==> src/rtl/if_fetch_unit.sv <==
// Instruction fetch stage: owns the fetch PC, talks req/gnt/rvalid to imem,
// and holds one fetched instruction in a valid/ready buffer toward ID.
module if_fetch_unit #(
  parameter logic [63:0] PC_ENTRY = 64'h0000_0000_8000_0000,
  parameter logic [31:0] INST_NOP = 32'h0000_0013
) (
  input  logic        clk,
  input  logic        rst_n,
  input  logic        redirect_valid_i,
  input  logic [63:0] redirect_pc_i,
  output logic        imem_req_o,
  output logic [63:0] imem_addr_o,
  input  logic        imem_gnt_i,
  input  logic        imem_rvalid_i,
  input  logic [31:0] imem_rdata_i,
  output logic        out_valid_o,
  input  logic        out_ready_i,
  output logic [63:0] pc_if_o,
  output logic [31:0] inst_if_o
);

  typedef enum logic [1:0] {
    S_REQ,
    S_WAIT,
    S_DRAIN
  } state_e;

  state_e      state_q, state_d;
  logic [63:0] pc_q, pc_d;
  logic [63:0] pc_if_q, pc_if_d;
  logic [31:0] inst_q, inst_d;
  logic        valid_q, valid_d;
  logic        buf_free;
  logic        req;

  always_comb begin
    buf_free = !valid_q || out_ready_i;
    req      = rst_n && (state_q == S_REQ)
            && buf_free && !redirect_valid_i;
  end

  always_comb begin
    state_d = state_q;
    pc_d    = pc_q;
    pc_if_d = pc_if_q;
    inst_d  = inst_q;
    valid_d = valid_q;
    if (valid_q && out_ready_i) begin
      valid_d = 1'b0;
      inst_d  = INST_NOP;
    end
    if (redirect_valid_i) begin
      pc_d    = {redirect_pc_i[63:2], 2'b00};
      valid_d = 1'b0;
      inst_d  = INST_NOP;
      unique case (state_q)
        S_REQ:   state_d = S_REQ;
        S_WAIT,
        S_DRAIN: state_d = imem_rvalid_i ? S_REQ : S_DRAIN;
        default: state_d = S_REQ;
      endcase
    end else begin
      unique case (state_q)
        S_REQ: begin
          if (req && imem_gnt_i) state_d = S_WAIT;
        end
        S_WAIT: begin
          if (imem_rvalid_i) begin
            pc_if_d = pc_q;
            inst_d  = imem_rdata_i;
            valid_d = 1'b1;
            pc_d    = pc_q + 64'd4;
            state_d = S_REQ;
          end
        end
        S_DRAIN: begin
          // the cancelled fetch's response is swallowed here
          if (imem_rvalid_i) state_d = S_REQ;
        end
        default: state_d = S_REQ;
      endcase
    end
  end

  always_ff @(posedge clk or negedge rst_n) begin
    if (!rst_n) begin
      state_q <= S_REQ;
      pc_q    <= PC_ENTRY;
      pc_if_q <= PC_ENTRY;
      inst_q  <= INST_NOP;
      valid_q <= 1'b0;
    end else begin
      state_q <= state_d;
      pc_q    <= pc_d;
      pc_if_q <= pc_if_d;
      inst_q  <= inst_d;
      valid_q <= valid_d;
    end
  end

  assign imem_req_o  = req;
  assign imem_addr_o = pc_q;
  assign out_valid_o = valid_q;
  assign pc_if_o     = pc_if_q;
  assign inst_if_o   = valid_q ? inst_q : INST_NOP;

endmodule

==> config.mk <==
export PLATFORM = sky130hd
export DESIGN_NAME = if_fetch_unit
export DESIGN_NICKNAME = d
export VERILOG_FILES = /design/src/rtl/if_fetch_unit.sv
export SDC_FILE = /design/constraint.sdc
export NUM_CORES = 1
export LEC_CHECK = 0
export ABC_AREA = 1
export CORE_MARGIN = 1
export CORE_UTILIZATION = 35
export CTS_CLUSTER_DIAMETER = 80
export DETAILED_ROUTE_END_ITERATION = 12
export MAX_ROUTING_LAYER = met4
export PLACE_DENSITY_LB_ADDON = 0.08
export SYNTH_ARGS = -nofsm -noshare
export SYNTH_HDL_FRONTEND = slang
export SYNTH_SLANG_ARGS = --single-unit
export TNS_END_PERCENT = 100
==> constraint.sdc <==
create_clock -name clk -period 2.2 [get_ports clk]
set_clock_uncertainty 0.05 [all_clocks]
set_input_delay 0.44 -clock clk [delete_from_list [all_inputs] [get_ports clk]]
set_output_delay 0.44 -clock clk [all_outputs]
set_load 0.05 [all_outputs]
[Word-level counts from Yosys, hierarchy flattened]
Cells that the tools add are included.
Storage, ports and cells
  register bits: 163
  logic and storage cells: 44
  output and inout bits: 162
  input port bits: 102
Cells by class
  bitwise operators: 1
  eq/ne operators: 4
  $add $sub $neg: 1
  reductions and logical operators: 15
  multiplexer cells: 18
Operators with widths (count)
  $mux 64: 3
  $mux 32: 5
  $add 64x3->64 const B: 1
  $mux 2: 5
  $logic_and 1x1->1: 5
  $mux 1: 4
  $pmux 2 s2: 1
  $reduce_and 2->1: 2
  $reduce_bool 2->1: 2
  $ne 3x1->1 const B: 1
  $ne 3x2->1 const B: 1
  $reduce_and 3->1: 1
  $eq 2x1->1 const B: 1
  $eq 2x2->1 const B: 1
  $logic_not 1->1: 2
  $logic_not 2->1: 1
  $reduce_or 2->1: 1
  $logic_or 1x1->1: 1
  $not 1->1: 1

[Depth between registers and ports, before layout]
Gate-level depths: netlist (run 1).
  depth after elaboration: 8
  mapped depth: 10
  depth with buffers taken out: 10

[Worst setup path after synthesis (run 1)]
Ideal clock, no wire load.
  path kind: flip-flop to output port
  start point: register valid_q, in the netlist out_valid_o
  end point: output port inst_if_o[24]
  stages on the path, launching flop included: 5
  buffers on the path: 2
  path slack: 184 ps
  data arrival time: 1526 ps
  required time: 1710 ps
  cells stage by stage: dfrtp_1 > clkbuf_1 > clkbuf_1 > nand2_1 > inv_1
On the way
  word-level cells in the longest chain between the ends: 1
RTL lines
  start: declaration: RTL line 32  | logic valid_q, valid_d;
  start signal: assignment: RTL line 97  | valid_q <= valid_d;
  $mux 32: RTL line 105  | assign inst_if_o = valid_q ? inst_q : INST_NOP;
  end: declaration: RTL line 19  | output logic [31:0] inst_if_o
Every way passes these cells.

[Final worst setup path (run 1)]
  start point: register pc_q[62], in the netlist imem_addr_o[62]
  end point: output port imem_addr_o[62]
RTL lines
  start: declaration: RTL line 29  | logic [63:0] pc_q, pc_d;
  start signal: assignment: RTL line 94  | pc_q <= pc_d;
  end: declaration: RTL line 12  | output logic [63:0] imem_addr_o,
No word-level cell between the ends.

==> results.json, run 1 <==
{
  "status": "completed",
  "worstSetupStartpointType": "register",
  "p_int_uw": 7330,
  "die_area_um2": 25600,
  "ant_nets": 0,
  "leakagePower_uw": 0.00596,
  "setup_tns_ns": 0,
  "clock_latency_ns": 0.43,
  "port_buffers": 257,
  "max_freq_mhz": 467,
  "seq_area_frac_synth_pct": 45.5,
  "fin_crit_sh_pct": 97.4,
  "fillers": 2422,
  "ys.flop_type": "dfrtp_1",
  "hold_start": "redirect_valid_i",
  "grt_pass1_vias": 8575,
  "period_needed_ns": 2.14,
  "yosys-top-cells-count": "nand2_1, nor2_1, dfrtp_1",
  "worstPathCellList": "clkdlybuf4s50_1",
  "wl_per_cell_um": 17.3,
  "critPathTopFamily": "buffers and inverters",
  "sw_frac_of_total_pct": 46.1,
  "gp_congestion": 0.917,
  "p_total_uw": 13600,
  "setup_viol": 0,
  "cp.required_ns": 1.71,
  "grt_antenna_before_repair": 0,
  "yosysUniqueCellTypes": 37,
  "ys_async_sr_fraction_pct": 100,
  "die_height_um": 160,
  "cts_tree": "built",
  "synth_top_area_share_pct": 44.0,
  "r2r-start": "imem_addr_o[2]$_DFFE_PN0N_",
  "grt_overflow": 0,
  "drt_iter0_drc": 599,
  "dpl.hpwl_um": 23100,
  "yosysTopAreaCell": "dfrtp_1",
  "num_antenna_cells": 0,
  "pin_count": 264,
  "cp.arrival_ns": 1.65,
  "hold_class": "input port to register",
  "core_area_um2": 24400,
  "clk_path_buf_depth": 2,
  "htree_levels": 4,
  "synth_most_common_cell": "nand2_1",
  "maxSlewViolCount": 0,
  "cp_max_fo": 3,
  "cts.clk_slew.worst_paths_ns": 0.07,
  "rsz0062_at_grt": "no",
  "pwr-share-clk_pct": 21.9,
  "r2r_slack_ns": 0.18,
  "critPathLaunch": "imem_addr_o[62]$_DFFE_PN0N_",
  "ir_drop_uv": 679,
  "num_vias": 8825,
  "grt_first_pass_wirelength_um": 48900,
  "die_x_um": 160,
  "drive_above_1_share_pct": 12.4,
  "synth.area.top_cells": "dfrtp_1, nand2_1, nor2_1, inv_1, nand3_1",
  "grt_util_all_layers_pct": 25.4,
  "worstMarginPinSlew_ns": 0.770,
  "switchingPower_uw": 6260,
  "crit_type": "register to output pin",
  "synthCells": 1197,
  "clock-sinks": 159,
  "root_buffer": "clkbuf_16",
  "hold_viol": 0,
  "syn-cell-area_um2": 8750,
  "via_per_inst": 4.93,
  "power_frac_seq_pct": 32.5,
  "rows": 57,
  "ys_warn_count": 0,
  "critPathSlowestCell": "clkdlybuf4s50_1",
  "start_util_pct": 35.9,
  "ys_ff_latch": 159,
  "post-place-ws_ns": 0.0613,
  "power_density_nw_per_um2": 1080,
  "area_growth_pct": 43.6,
  "finalNetCount": 1557,
  "syn_area_per_cell_um2": 7.31,
  "numCtsBuffers": 17,
  "drt_pass1_iterations": 5,
  "grt_max_degree": 129,
  "worstSetupEndpointType": "output pin",
  "maxCapViolCount": 0,
  "drc_errors": 0,
  "fin_ws_ns": 0.0566,
  "critPathMaxStageDelay_ns": 0.83,
  "synth-edff-count": 0,
  "critPathBufInv": 1,
  "combinationalPowerShare_pct": 45.6,
  "maxSlewHeadroom_pct": 48.7,
  "wirelength_um": 31000
}
==> sequential cells by signal, summed over array words and instances (netlist names) <==
name         count
pc_if_o         62
imem_addr_o     62
state_q          2
inst_q          32
out_valid_o      1
==> cells by family (layout without fill, tap and decap cells) <==
| group | count (synthesis) | count (layout) | synth area share (%) |
|---|---|---|---|
| buffers and inverters | 191 | 456 | 8.85 |
| other | 1 | 4 | 0.0428 |
| XOR/XNOR | 1 | 1 | 0.100 |
| AND/OR/NAND/NOR | 712 | 712 | 35.8 |
| adder cells (fa/ha/maj) | 3 | 3 | 0.429 |
| flip-flops | 159 | 159 | 45.5 |
| AO/OA/AOI/OAI | 130 | 130 | 9.30 |
==> repair_timing <==
action | CTS | global route
pin swaps | 0 | 0
gates cloned | 0 | 0
endpoints found under the setup margin | 22 | 6
hold endpoints to repair | 3 | 0
hold buffers | 1 | 0
setup buffers | 0 | 0
gates resized for setup | 22 | 7
==> power groups by stage <==
| stage | clock network, µW | registers (µW) | logic [µW] |
|---|---|---|---|
| after floorplan | 0 | 6930 | 1380 |
| after global placement | 0 | 4450 | 6230 |
| after detailed placement | 0 | 4460 | 6260 |
| after CTS | 3040 | 4410 | 6230 |
| after global routing | 3150 | 4530 | 6570 |
| final | 2980 | 4410 | 6190 |
==> per-layer routing <==
metal  GRT usage, %  up-vias  wire length (µm)
met5              -        -                 0
met4           8.48        0               701
met3           4.26       47              1710
met2           37.5      316             13600
met1           35.3     4133             15000
li1               -     4329                 -
==> worst paths after layout <==
path,end,cells past startpoint
max,imem_addr_o[62],1
min,out_valid_o$_DFF_PN0_,2
max reg2reg,imem_addr_o[48]$_DFFE_PN0N_,8
min reg2reg,pc_if_o[9]$_DFFE_PN0P_,2
max in group asynchronous,pc_if_o[27]$_DFFE_PN0P_,3
min in group asynchronous,inst_q[7]$_DFF_PN0_,3
==> through the flow <==
step                cell area [µm²]  std cells  util, %  hold WS (ns)
floorplan                      8770       1200        -        0.0944
finish                        12600       1789     51.5         0.244
global route                  12600       1789     51.5         0.253
detailed placement            12000       1756     49.2         0.412
global placement              12000       1756     49.2         0.405
CTS                           12600       1789     51.5         0.229
==> cell usage in the layout (no fill, tap or decap), types with 5 or more instances in the layout <==
master	n
a21oi_1	10
a22o_1	29
buf_12	39
buf_4	56
clkbuf_16	17
clkdlybuf4s50_1	156
dfrtp_1	154
dfstp_2	5
dlygate4sd2_1	22
dlymetal6s2s_1	5
inv_1	139
inv_6	6
nand2_1	324
nand2_2	14
nand3_1	85
nand3b_1	17
nand4_1	28
nor2_1	205
nor2_2	12
nor2_4	13
o211ai_1	7
o21ai_0	66
==> cell type report <==
class	instances	area (µm²)	share of cell area [%]
inverter	142	534	4.25
timing repair buffer	282	3060	24.3
clock buffer	19	443	3.52
tap	324	405	3.23
multi-input combinational	850	4020	32.0
sequential	159	3990	31.7
clock inverter	13	130	1.04
(Power assumes the default switching activity.)
==> run 2: changes to the inputs <==
CTS_CLUSTER_SIZE = 24   (was unset)
SETUP_SLACK_MARGIN = 0.4   (was unset)
clock period = 1.84 ns   (was 2.2 ns; I/O delays follow)
==> run 2 against run 1 <==
The run now ends with negative setup slack left. Power up 52%. Die area unchanged. Global-route usage is 4.1 points higher. Wire length rose by 23%. Cell area is 37% higher. Critical path depth grew 3. Final cell count is 9.7% higher. Sequential power is 29% higher. First-iteration DRC count grew 23%. Sequential cell count stayed put. Largest cell class is now non-clock buffers.
==> results.json, run 2 (synthesized netlist as in run 1, its figures left out) <==
{
  "cts_tree": "built",
  "setup_viol": 127,
  "drt_iter0_drc": 734,
  "die_area_um2": 25600,
  "drc_errors": 0,
  "violations": "negative setup slack",
  "power_density_nw_per_um2": 1200,
  "hold_class": "input port to register",
  "drive_above_1_share_pct": 51.1,
  "pin_count": 264,
  "core_area_um2": 24400,
  "maxCapViolCount": 0,
  "final_area_um2": 17200,
  "status": "finished with violations",
  "finalNetCount": 1730,
  "gp_congestion": 0.912,
  "start_util_pct": 35.9,
  "num_vias": 10100,
  "cp_max_fo": 8,
  "period_needed_ns": 1.96,
  "wirelength_um": 38100,
  "placedInstanceArea_um2": 12700,
  "p_total_uw": 20700,
  "ir_drop_uv": 937,
  "root_buffer": "clkbuf_16",
  "final_cell_mix": "nand2_1, buf_6, buf_4",
  "clock-sinks": 159,
  "crit_type": "register to output pin",
  "grt_util_all_layers_pct": 29.5,
  "fin_util_pct": 70.4,
  "hold_viol": 0,
  "max_freq_mhz": 511,
  "grt_first_pass_wirelength_um": 56300,
  "clk_path_buf_depth": 2,
  "dpl.hpwl_um": 24300,
  "final_common_cell": "nand2_1",
  "ant_nets": 0,
  "worstSetupEndpointType": "output pin",
  "grt_overflow": 0,
  "fin_crit_sh_pct": 106,
  "cp.required_ns": 1.42,
  "clock_latency_ns": 0.44,
  "htree_levels": 4,
  "port_buffers": 257,
  "cts.clk_slew.worst_paths_ns": 0.07,
  "drt_pass1_iterations": 5,
  "worstSetupStartpointType": "register",
  "grt_antenna_before_repair": 0,
  "rows": 57,
  "numCtsBuffers": 17,
  "area_growth_pct": 96.1,
  "die_x_um": 160,
  "fin_ws_ns": -0.117,
  "rsz0062_at_grt": "yes",
  "grt_pass1_vias": 9692,
  "grt_max_degree": 69,
  "via_per_inst": 5.15,
  "die_height_um": 160,
  "num_antenna_cells": 0,
  "cp.arrival_ns": 1.54,
  "maxSlewViolCount": 0,
  "wl_per_cell_um": 19.4,
  "leakagePower_uw": 0.00777
}
-- run 2: per-stage QoR --
stage	worst slack [ns]	hold slack, ns	TNS (ns)	instances
global route	-0.147	0.414	-14.46	1962
global placement	-0.158	0.366	-7.06	1792
floorplan	0.200	0.0224	0	1200
detailed placement	-0.189	0.355	-9.14	1792
finish	-0.117	0.388	-5.82	1962
CTS	-0.0830	-0.104	-3.36	1908
-- run 2: final timing paths --
path                                    startpoint  slack [ns]  cells past startpoint                      end
setup reg to reg            state_q[1]$_DFFE_PN0P_       -0.07                     13  pc_if_o[46]$_DFFE_PN0P_
hold / removal                               rst_n        0.39                      6   state_q[1]$_DFFE_PN0P_
hold reg to reg            pc_if_o[20]$_DFFE_PN0P_        0.45                      2  pc_if_o[20]$_DFFE_PN0P_
min in group asynchronous                    rst_n        0.58                      3   state_q[0]$_DFFE_PN0P_
max in group asynchronous                    rst_n        0.71                      3      inst_q[0]$_DFF_PN1_
setup / recovery             out_valid_o$_DFF_PN0_       -0.12                      4            inst_if_o[23]
-- run 2: final cells by class --
type / count / area (µm²)
well taps: 324 / 405
clock inverters: 13 / 185
fillers: 1870 / 7230
inverters: 142 / 673
flip-flops and latches: 159 / 4070
multi-input cells: 850 / 5670
repair inverters: 1 / 16.3
clock buffers: 19 / 443
repair buffers: 454 / 5710
-- run 2: report_power, final --
group          internal [µW]  switching, µW
clock                   2320           1590
combinational           4740           6360
sequential              4530           1140
-- run 2: timing repair --
action                                 in CTS  in global routing
resized for setup                         339                304
cloned                                     20                  7
endpoints found under the hold margin     154                133
pin swaps                                  69                 72
setup buffers                              64                 46
setup endpoints to repair                 292                314
-- run 2: critical path: stages (launching register included) --
cell and delay (ns):
dfrtp_2 0.56, clkbuf_16 0.26, nand2_2 0.07, clkinvlp_4 0.08
buf_12 0.13
-- run 2: layer usage --
layer	track usage (%)	wire length [µm]	vias up
met1	40.3	16600	4954
met3	4.31	2560	46
met5	-	0	-
met2	45.3	18100	399
met4	8.74	801	0
li1	-	-	4711
==> run 3: changes to the inputs <==
ABC_AREA = unset   (was 1)
CORE_UTILIZATION = 42   (was 35)
CTS_CLUSTER_SIZE = 10   (was 24)
==> run 3 against run 2 <==
The run still ends with negative setup slack left. Maximum frequency is 13% lower. Sequential cell count stayed put. Synthesized cell count is 29% lower. Core utilization is 18 points higher. Critical path type is now register to register. Largest power group unchanged. Highest routed layer unchanged.
==> results.json, run 3 <==
{
  "grt_max_degree": 69,
  "rows": 49,
  "hold_class": "input port to register",
  "synth_most_common_cell": "nand2_1",
  "r2r-end": "imem_addr_o[50]$_DFFE_PN0N_",
  "die_x_um": 137,
  "holdWs_ns": 0.420,
  "worstSetupEndpointType": "register",
  "num_vias": 9129,
  "status": "finished with violations",
  "yosysUniqueCellTypes": 53,
  "sw_frac_of_total_pct": 40.3,
  "hold_viol": 0,
  "wl_per_cell_um": 22.7,
  "ys_warn_count": 0,
  "critPathMaxStageDelay_ns": 0.55,
  "die_height_um": 137,
  "synthCells": 853,
  "post-place-ws_ns": -0.705,
  "leakagePower_uw": 0.00750,
  "clk_path_buf_depth": 2,
  "setup_viol": 169,
  "pin_count": 264,
  "critPathBufInv": 2,
  "r2r_slack_ns": -0.41,
  "yosysTopAreaCell": "dfrtp_1",
  "via_per_inst": 5.74,
  "area_growth_pct": 105,
  "whs_path_depth": 3,
  "grt_pass1_vias": 8639,
  "gp_congestion": 0.880,
  "cts_tree": "built",
  "fin_crit_sh_pct": 122,
  "pwr-share-clk_pct": 25.4,
  "p_int_uw": 8200,
  "htree_levels": 4,
  "violations": "negative setup slack",
  "drc_errors": 0,
  "cp.required_ns": 2.11,
  "rsz0062_at_grt": "yes",
  "r2r_cells": 8,
  "worstPathCellList": "inv_2, ha_4, buf_6, nand3_4, nor4_4, nand3_2, or4b_1, a31oi_1",
  "synth.area.top_cells": "dfrtp_1, nand2_1, a22o_1, o21ai_0, and2_1",
  "start_util_pct": 42.9,
  "min_to": "out_valid_o$_DFF_PN0_",
  "drive_above_1_share_pct": 53.6,
  "power_density_nw_per_um2": 868,
  "core_area_um2": 18000,
  "crit_type": "register to register",
  "ant_nets": 0,
  "wirelength_um": 36200,
  "finalNetCount": 1453,
  "ys_async_sr_fraction_pct": 100,
  "critPathSlowestCell": "or4b_1",
  "ys.flop_type": "dfrtp_1",
  "maxSlewViolCount": 0,
  "numCtsBuffers": 17,
  "final_cell_mix": "nand2_1, buf_4, buf_6",
  "grt_util_all_layers_pct": 35.1,
  "stdcell_count": 1591,
  "r2r-start": "state_q[1]$_DFFE_PN0P_",
  "syn-cell-area_um2": 7710,
  "maxCapViolCount": 0,
  "max_freq_mhz": 444,
  "yosys-top-cells-count": "nand2_1, dfrtp_1, o21ai_0",
  "final_common_cell": "nand2_1",
  "syn_area_per_cell_um2": 9.04,
  "hold_start": "redirect_valid_i",
  "worstSetupPathDepth": 8,
  "cts.clk_slew.worst_paths_ns": 0.07,
  "clock_latency_ns": 0.44,
  "ys_ff_latch": 159,
  "place_inst": 1439,
  "worstSetupStartpointType": "register",
  "switchingPower_uw": 5540,
  "grt_antenna_before_repair": 0,
  "dpl.hpwl_um": 19100,
  "combinationalPowerShare_pct": 41.3,
  "root_buffer": "clkbuf_16",
  "port_buffers": 257,
  "fin_ws_ns": -0.412,
  "synth_top_area_share_pct": 50.0,
  "power_frac_seq_pct": 33.2,
  "drt_iter0_drc": 752,
  "period_needed_ns": 2.25,
  "drt_pass1_iterations": 5,
  "ir_drop_uv": 767,
  "grt_first_pass_wirelength_um": 48100,
  "seq_area_frac_synth_pct": 51.7,
  "cp_max_fo": 4,
  "critPathTopFamily": "simple AND/OR/NAND/NOR gates",
  "clock-sinks": 159,
  "die_area_um2": 18900,
  "grt_overflow": 0,
  "synth-edff-count": 0,
  "cp.arrival_ns": 2.52
}
run 3: cells by family after synthesis:
family,after synthesis,synth area share (%)
AND/OR/NAND/NOR,460,28.7
flip-flops,159,51.7
XOR/XNOR,36,4.09
AO/OA/AOI/OAI,122,10.5
buffers and inverters,66,3.65
multiplexers,6,0.795
adder cells (fa/ha/maj),3,0.487
other,1,0.0486
run 3: worst max-delay path by stage:
stage	slack (ns)	from	endpoint
6_report	-0.41	state_q[1]$_DFFE_PN0P_	imem_addr_o[50]$_DFFE_PN0N_
2_1_floorplan	-0.57	imem_addr_o[31]$_DFFE_PN1N_	imem_addr_o[62]$_DFFE_PN0N_
3_3_place_gp	-0.67	imem_rvalid_i	imem_addr_o[48]$_DFFE_PN0N_
4_1_cts	-0.28	state_q[1]$_DFFE_PN0P_	imem_addr_o[55]$_DFFE_PN0N_
5_1_grt	-0.49	state_q[1]$_DFFE_PN0P_	imem_addr_o[57]$_DFFE_PN0N_
3_5_place_dp	-0.71	imem_rvalid_i	imem_addr_o[55]$_DFFE_PN0N_
run 3: cell type report:
| type | count | area, µm² |
|---|---|---|
| sequential | 159 | 4050 |
| clock inverter | 11 | 108 |
| tap | 229 | 287 |
| inverter | 10 | 37.5 |
| timing repair buffer | 526 | 6220 |
| antenna | 1 | 2.50 |
| fill | 797 | 2130 |
| clock buffer | 21 | 450 |
| multi-input combinational | 634 | 4670 |
run 3: through the flow:
stage          util, %  total power, µW  setup TNS, ns  instance area [µm²]
2_1_floorplan        -             7290         -10.08                 8340
3_3_place_gp      67.8             9100         -53.46                12200
3_5_place_dp      67.8             9170         -54.83                12200
4_1_cts           81.8            13000         -24.88                14700
5_1_grt           88.1            14200         -38.94                15800
6_report          88.1            13700         -29.99                15800
run 3: metal layers:
layer | vias up | track usage [%] | share of wire (%)
met4 | 0 | 14.7 | 3.9
met2 | 484 | 56.6 | 50
met5 | - | - | 0
li1 | 3960 | - | -
met1 | 4571 | 43.7 | 39
met3 | 114 | 6.00 | 7.1
run 3: power by group through the flow:
stage	combinational (µW)	clock [µW]	sequential (µW)
after floorplan	790	0	6500
after global placement	4610	0	4500
after detailed placement	4660	0	4510
after CTS	5100	3470	4470
after global routing	5890	3660	4620
final	5680	3490	4570
run 3: worst reg2reg max path, cell delays in order, from the launching register on:
cell	delay, ns
dfrtp_1	0.38
inv_2	0.08
ha_4	0.14
buf_6	0.11
nand3_4	0.10
nor4_4	0.24
nand3_2	0.21
or4b_1	0.55
a31oi_1	0.29
run 3: repair_timing:
item                                   in CTS  in global routing
setup buffers                              59                 39
hold buffers                                1                  0
gates cloned                               20                  0
resized for setup                         267                223
pin swaps                                 102                 82
endpoints found under the hold margin       8                  0
setup endpoints to repair                 251                303
